[src/rtl/noc_buf_ctrl.sv]
// Input-buffer controller that drives a level-sensitive dual-port flit RAM and presents it as a single-clock FIFO.
// Optional high-water-mark tracking (hwm / hwm_clr ports) is built when NOC_BUF_HWM_EN is defined.
module noc_buf_ctrl #(
  parameter int DATA_WIDTH = 12,
  parameter int ADDR_WIDTH = 3,
  parameter int RAM_DEPTH  = 8
) (
  input  logic                  clk,
  input  logic                  reset,
  input  logic                  in_valid,
  output logic                  in_ready,
  input  logic [DATA_WIDTH-1:0] in_data,
  output logic                  out_valid,
  input  logic                  out_ready,
  output logic [DATA_WIDTH-1:0] out_data,
  output logic [ADDR_WIDTH-1:0] ram_address_0,
  output logic [DATA_WIDTH-1:0] ram_wdata_0,
  output logic                  ram_cs_0,
  output logic                  ram_we_0,
  output logic                  ram_oe_0,
  output logic [ADDR_WIDTH-1:0] ram_address_1,
  input  logic [DATA_WIDTH-1:0] ram_rdata_1,
  output logic                  ram_cs_1,
  output logic                  ram_we_1,
  output logic                  ram_oe_1,
  output logic [ADDR_WIDTH:0]   level
`ifdef NOC_BUF_HWM_EN
  ,
  output logic [ADDR_WIDTH:0]   hwm,
  input  logic                  hwm_clr
`endif
);

  localparam int                   CNT_W    = ADDR_WIDTH + 1;
  localparam logic [CNT_W-1:0]     DEPTH_C  = CNT_W'(RAM_DEPTH);
  localparam logic [ADDR_WIDTH-1:0] LAST_PTR = ADDR_WIDTH'(RAM_DEPTH - 1);

  function automatic logic [ADDR_WIDTH-1:0] ptr_inc(input logic [ADDR_WIDTH-1:0] p);
    return (p == LAST_PTR) ? '0 : p + 1'b1;
  endfunction

  function automatic logic [CNT_W-1:0] cnt_upd(input logic [CNT_W-1:0] c,
                                               input logic             inc,
                                               input logic             dec);
    logic [CNT_W-1:0] r;
    r = c;
    case ({inc, dec})
      2'b10:   r = c + 1'b1;
      2'b01:   r = c - 1'b1;
      default: r = c;
    endcase
    return r;
  endfunction

  logic [ADDR_WIDTH-1:0] r_wr_ptr;
  logic [ADDR_WIDTH-1:0] r_rd_ptr;
  logic [CNT_W-1:0]      r_alloc;
  logic [CNT_W-1:0]      r_ready_cnt;
  logic                  r_wr_pend;
  logic [ADDR_WIDTH-1:0] r_wr_addr_p0;
  logic [DATA_WIDTH-1:0] r_wr_data_p0;
  logic                  r_out_vld_p1;
  logic [DATA_WIDTH-1:0] r_out_data_p1;

  logic w_in_ready;
  logic w_push;
  logic w_rd_avail;
  logic w_load;
  logic w_pop_only;

  // Credit comes only from the registered slot count; a same-cycle load does not free a slot early.
  assign w_in_ready = (r_alloc < DEPTH_C);
  assign w_push     = in_valid & w_in_ready;
  assign w_rd_avail = (r_ready_cnt != '0);
  assign w_load     = w_rd_avail & (~r_out_vld_p1 | out_ready);
  assign w_pop_only = r_out_vld_p1 & out_ready & ~w_load;

  // Write stage: capture address/data at the push edge and hold them across the whole enable-high cycle.
  always_ff @(posedge clk or posedge reset) begin
    if (reset) begin
      r_wr_ptr     <= '0;
      r_wr_pend    <= 1'b0;
      r_wr_addr_p0 <= '0;
      r_wr_data_p0 <= '0;
    end else begin
      r_wr_pend <= w_push;
      if (w_push) begin
        r_wr_addr_p0 <= r_wr_ptr;
        r_wr_data_p0 <= in_data;
        r_wr_ptr     <= ptr_inc(r_wr_ptr);
      end
    end
  end

  // Occupancy: ready_cnt only counts entries whose write cycle has completed.
  always_ff @(posedge clk or posedge reset) begin
    if (reset) begin
      r_alloc     <= '0;
      r_ready_cnt <= '0;
    end else begin
      r_alloc     <= cnt_upd(r_alloc, w_push, w_load);
      r_ready_cnt <= cnt_upd(r_ready_cnt, r_wr_pend, w_load);
    end
  end

  // Output stage: head flit register fed from the asynchronous read port.
  always_ff @(posedge clk or posedge reset) begin
    if (reset) begin
      r_rd_ptr      <= '0;
      r_out_vld_p1  <= 1'b0;
      r_out_data_p1 <= '0;
    end else begin
      if (w_load) begin
        r_out_data_p1 <= ram_rdata_1;
        r_out_vld_p1  <= 1'b1;
        r_rd_ptr      <= ptr_inc(r_rd_ptr);
      end else if (w_pop_only) begin
        r_out_vld_p1  <= 1'b0;
      end
    end
  end

`ifdef NOC_BUF_HWM_EN
  logic [CNT_W-1:0] r_hwm;

  always_ff @(posedge clk or posedge reset) begin
    if (reset) begin
      r_hwm <= '0;
    end else if (hwm_clr) begin
      r_hwm <= r_alloc;
    end else if (r_alloc > r_hwm) begin
      r_hwm <= r_alloc;
    end
  end

  assign hwm = r_hwm;
`endif

  assign in_ready      = w_in_ready;
  assign out_valid     = r_out_vld_p1;
  assign out_data      = r_out_data_p1;
  assign level         = r_alloc;

  assign ram_address_0 = r_wr_addr_p0;
  assign ram_wdata_0   = r_wr_data_p0;
  assign ram_cs_0      = r_wr_pend;
  assign ram_we_0      = r_wr_pend;
  assign ram_oe_0      = 1'b0;

  assign ram_address_1 = r_rd_ptr;
  assign ram_cs_1      = w_rd_avail;
  assign ram_oe_1      = w_rd_avail;
  assign ram_we_1      = 1'b0;

endmodule

[config.mk]
export PLATFORM = sky130hd
export DESIGN_NAME = noc_buf_ctrl
export DESIGN_NICKNAME = d
export VERILOG_FILES = /design/src/rtl/noc_buf_ctrl.sv
export SDC_FILE = /design/constraint.sdc
export NUM_CORES = 1
export LEC_CHECK = 0
export ABC_AREA = 1
export ABC_CLOCK_PERIOD_IN_PS = 2220
export CORE_MARGIN = 2
export CORE_UTILIZATION = 44
export CTS_CLUSTER_DIAMETER = 200
export DETAILED_ROUTE_END_ITERATION = 16
export GPL_TIMING_DRIVEN = 0
export PLACE_DENSITY = 0.83
export SYNTH_ARGS = -nofsm -noshare
export SYNTH_HDL_FRONTEND = slang
export SYNTH_SLANG_ARGS = --single-unit
[constraint.sdc]
create_clock -name clk -period 2.22 [get_ports clk]
set_input_delay 0.555 -clock clk [delete_from_list [all_inputs] [get_ports clk]]
set_output_delay 0.555 -clock clk [all_outputs]
set_load 0.03 [all_outputs]
==> results.yml <==
run_status:
  status: "finished, final reports clean"
worst_setup_path:
  cp-startpoint: "r_ready_cnt[0]"
  end_kind: "output pin"
  required_ns: 1.66
  critical_path_arrival_ns: 1.60
  rr_startpoint: "r_ready_cnt[0]"
  ff2ff_setup_slack_ns: 0.18
  r2r_cells: 12
  timing.critical_path.to: "ram_cs_1"
  r2r_end: "r_ready_cnt[2]"
  timing.critical_path.fanout_max: 4
  path_class: "flip-flop to output pin"
  cp-start-kind: "flip-flop"
synthesis:
  netlist-cell-type-count: 23
  postSynthAreaPerCell_um2: 8.671
  seq_area_frac_synth_pct: 53.95
  synth.yosys.warnings: 0
  synth.cell_area_um2: 1994
  synth_cells: 230
  synth_seq_cells: 43
sta:
  timing.final.max_slew_violations: 0
  slew_headroom_pct: 41.19
  fin_crit_sh_pct: 97.02
  timing.final.setup_violations: 0
  max_slew.worst_pin.slew_ns: 0.8809
  worst_clock_skew_ns: 0.005028
  layout_setup_ws_ns: 0.06627
  timing.final.hold_violations: 0
  min_period_ns: 2.154
  fmaxAchievable_mhz: 464.3
floorplanning:
  initial_utilization_pct: 45.80
  die-height_um: 71.33
  std_cell_rows: 24
  fp.dieW_um: 71.33
  placeableCoreArea_um2: 4354
  die-area_um2: 5087
  pin_count: 70
grt:
  grt_first_pass_wirelength_um: 6803
  grt_antenna_before_repair: 0
  grt_start_max_net_pins: 44
  globalRoute.totalOverflow: 0
  vias_in_the_first_global_route: 1568
  grtUsageTotal_pct: 16.99
job:
  max-cap-violations: 0
finish:
  antenna_cells: 0
  num-fill-cells: 350
  share_of_final_layout_standard_cells_stronger_than_drive_strength_1_pct: 12.22
  areaGrowthSynthToFinish_pct: 45.11
  finalNonFillerCells: 363
  design.final.nets: 348
place:
  gpl.final_weighted_congestion: 0.7299
  port_buffers: 67
  post-place-ws_ns: -0.4553
  placed_cells_incl_taps: 350
  dpl.hpwl_um: 3063
cts:
  cts.sink_count: 43
  cts-buffers-inserted: 5
  ctsRootBufferMaster: "sky130_fd_sc_hd__clkbuf_8"
  clk-insertion-delay-late_ns: 0.30
  cts_max_level: 2
  cts_max_path_buffers: 2
  tritoncts: "yes"
  ctsHoldBuffers: 0
  path_clk_slew_ns: 0.08
detailed_routing:
  detail_route.iter0.violations: 67
  finalWirelength_um: 4370
  detail_route.vias_per_cell: 4.741
  ant_nets: 0
  avgRoutedWirePerCell_um: 12.04
  route.vias.total: 1721
  drt_drc_violations_left: 0
  detailed_routing_iterations_pass_1: 5
hold_path:
  worstHoldPathCells: 2
  worstHoldPathType: "flip-flop to flip-flop"
power:
  maximum_vdd_drop_mv: 0.8369
  cellPowerDensity_nw_per_um2: 1588
  power.static_leakage_nw: 1.464
==> final cells by class <==
class,instances,area [µm²],share of cell area (%)
Tap cell,52,65.06,2.248
Timing Repair Buffer,72,706.9,24.43
Sequential cell,43,1076,37.18
Buffer,8,60.06,2.075
Clock inverter,2,12.51,0.4323
Inverter,19,83.83,2.897
Timing Repair inverter,1,8.758,0.3026
Multi-Input combinational cell,160,808.3,27.93
Clock buffer,6,72.57,2.508
==> repair_timing <==
item                       4_1_cts  5_1_grt
setup buffers                    1        4
pin swaps                        1        3
resized for setup                6        7
setup endpoints to repair        3        3
gates cloned                     0        1
==> critical path, stage by stage (launching register included) <==
cell and delay (ns):
sky130_fd_sc_hd__dfrtp_1 0.43, sky130_fd_sc_hd__nor2_1 0.16, sky130_fd_sc_hd__nand2_2 0.11, sky130_fd_sc_hd__clkdlybuf4s50_1 0.60
==> metal layers <==
metal | share of wire [%] | vias up | GRT usage [%]
met1 | 44 | 791 | 21.68
met5 | 0 | - | 0
met4 | 1.3 | 0 | 5.660
met3 | 8.7 | 7 | 6.188
met2 | 47 | 70 | 26.95
li1 | - | 853 | -
==> stage by stage <==
stage / util, % / power (W) / area [µm²] / hold slack [ns] / TNS, ns
2_1_floorplan: - / 0.003057 / 1998 / 0.4703 / 0
3_3_place_gp: 62.79 / 0.003928 / 2734 / 0.4595 / -9.714
3_5_place_dp: 62.79 / 0.004010 / 2734 / 0.4637 / -1.609
4_1_cts: 65.37 / 0.004562 / 2846 / 0.4861 / 0
5_1_grt: 66.47 / 0.004926 / 2894 / 0.5162 / -0.002552
6_report: 66.47 / 0.004597 / 2894 / 0.4825 / 0
==> cell usage after synthesis, drive strengths merged <==
master | number | share of area, %
nand2 | 115 | 23
dfrtp | 43 | 54
inv | 19 | 3.8
ha | 10 | 6.3
buf | 9 | 3.9
nor2 | 8 | 1.6
nand3 | 6 | 1.5
o21ai | 6 | 1.5
xnor2 | 4 | 1.8
a21oi | 3 | 0.75
or2 | 2 | 0.63
a31oi | 1 | 0.31
conb | 1 | 0.19
o21a | 1 | 0.38
o22ai | 1 | 0.31
xor2 | 1 | 0.44
==> power breakdown <==
part           internal, W  total (W)  leakage (nW)  switching, W
sequential         0.00115    0.00142         0.520      0.000264
combinational      0.00113    0.00268         0.902       0.00156
clock             0.000220   0.000497        0.0412      0.000277
total              0.00250    0.00460          1.46       0.00210
==> flip-flops by register name (all words and copies together) (netlist names) <==
signal and flops:
out_data 12, ram_address_0 3, out_valid 1, r_wr_ptr 3, ram_address_1 3, level 4, ram_wdata_0 12, ram_cs_0 1
r_ready_cnt 4
==> worst min-delay path by stage <==
| stage | slack, ns | from | to |
|---|---|---|---|
| 2_1_floorplan | 0.47 | r_wr_ptr[2] | ram_address_0[2] |
| 3_3_place_gp | 0.46 | out_data[6] | out_data[6] |
| 3_5_place_dp | 0.46 | ram_wdata_0[11] | ram_wdata_0[11] |
| 4_1_cts | 0.49 | out_data[1] | out_data[1] |
| 5_1_grt | 0.52 | out_data[9] | out_data[9] |
| 6_report | 0.48 | out_data[1] | out_data[1] |
==> layout by cell type (no fill, tap or decap), drive strengths merged <==
master         netlist  routed
clkinvlp             0       1
a31oi                1       1
dfrtp               43      43
clkdlybuf4s50        0      66
nor2                 8       8
inv                 19      19
xor2                 1       1
xnor2                4       4
buf                  9      12
or2                  2       2
o21a                 1       1
nand3                6       6
o21ai                6       6
conb                 1       2
nand2              115     115
ha                  10      10
o22ai                1       1
dlygate4sd2          0       1
clkbuf               0       7
clkinv               0       2
a21oi                3       3
==> cells by family (layout without fill, tap and decap cells) <==
| logic type | count (synthesis) | after routing | synth area share (%) |
|---|---|---|---|
| buffers and inverters | 28 | 108 | 7.716 |
| xor gates and xnor gates | 5 | 5 | 2.196 |
| DFF | 43 | 43 | 53.95 |
| other | 1 | 2 | 0.1880 |
| adders and majority gates | 10 | 10 | 6.274 |
| AOI/OAI and AO/OA | 12 | 12 | 3.263 |
| and+or+nand+nor | 131 | 131 | 26.41 |
No activity file was read; power rests on OpenSTA's default activity.
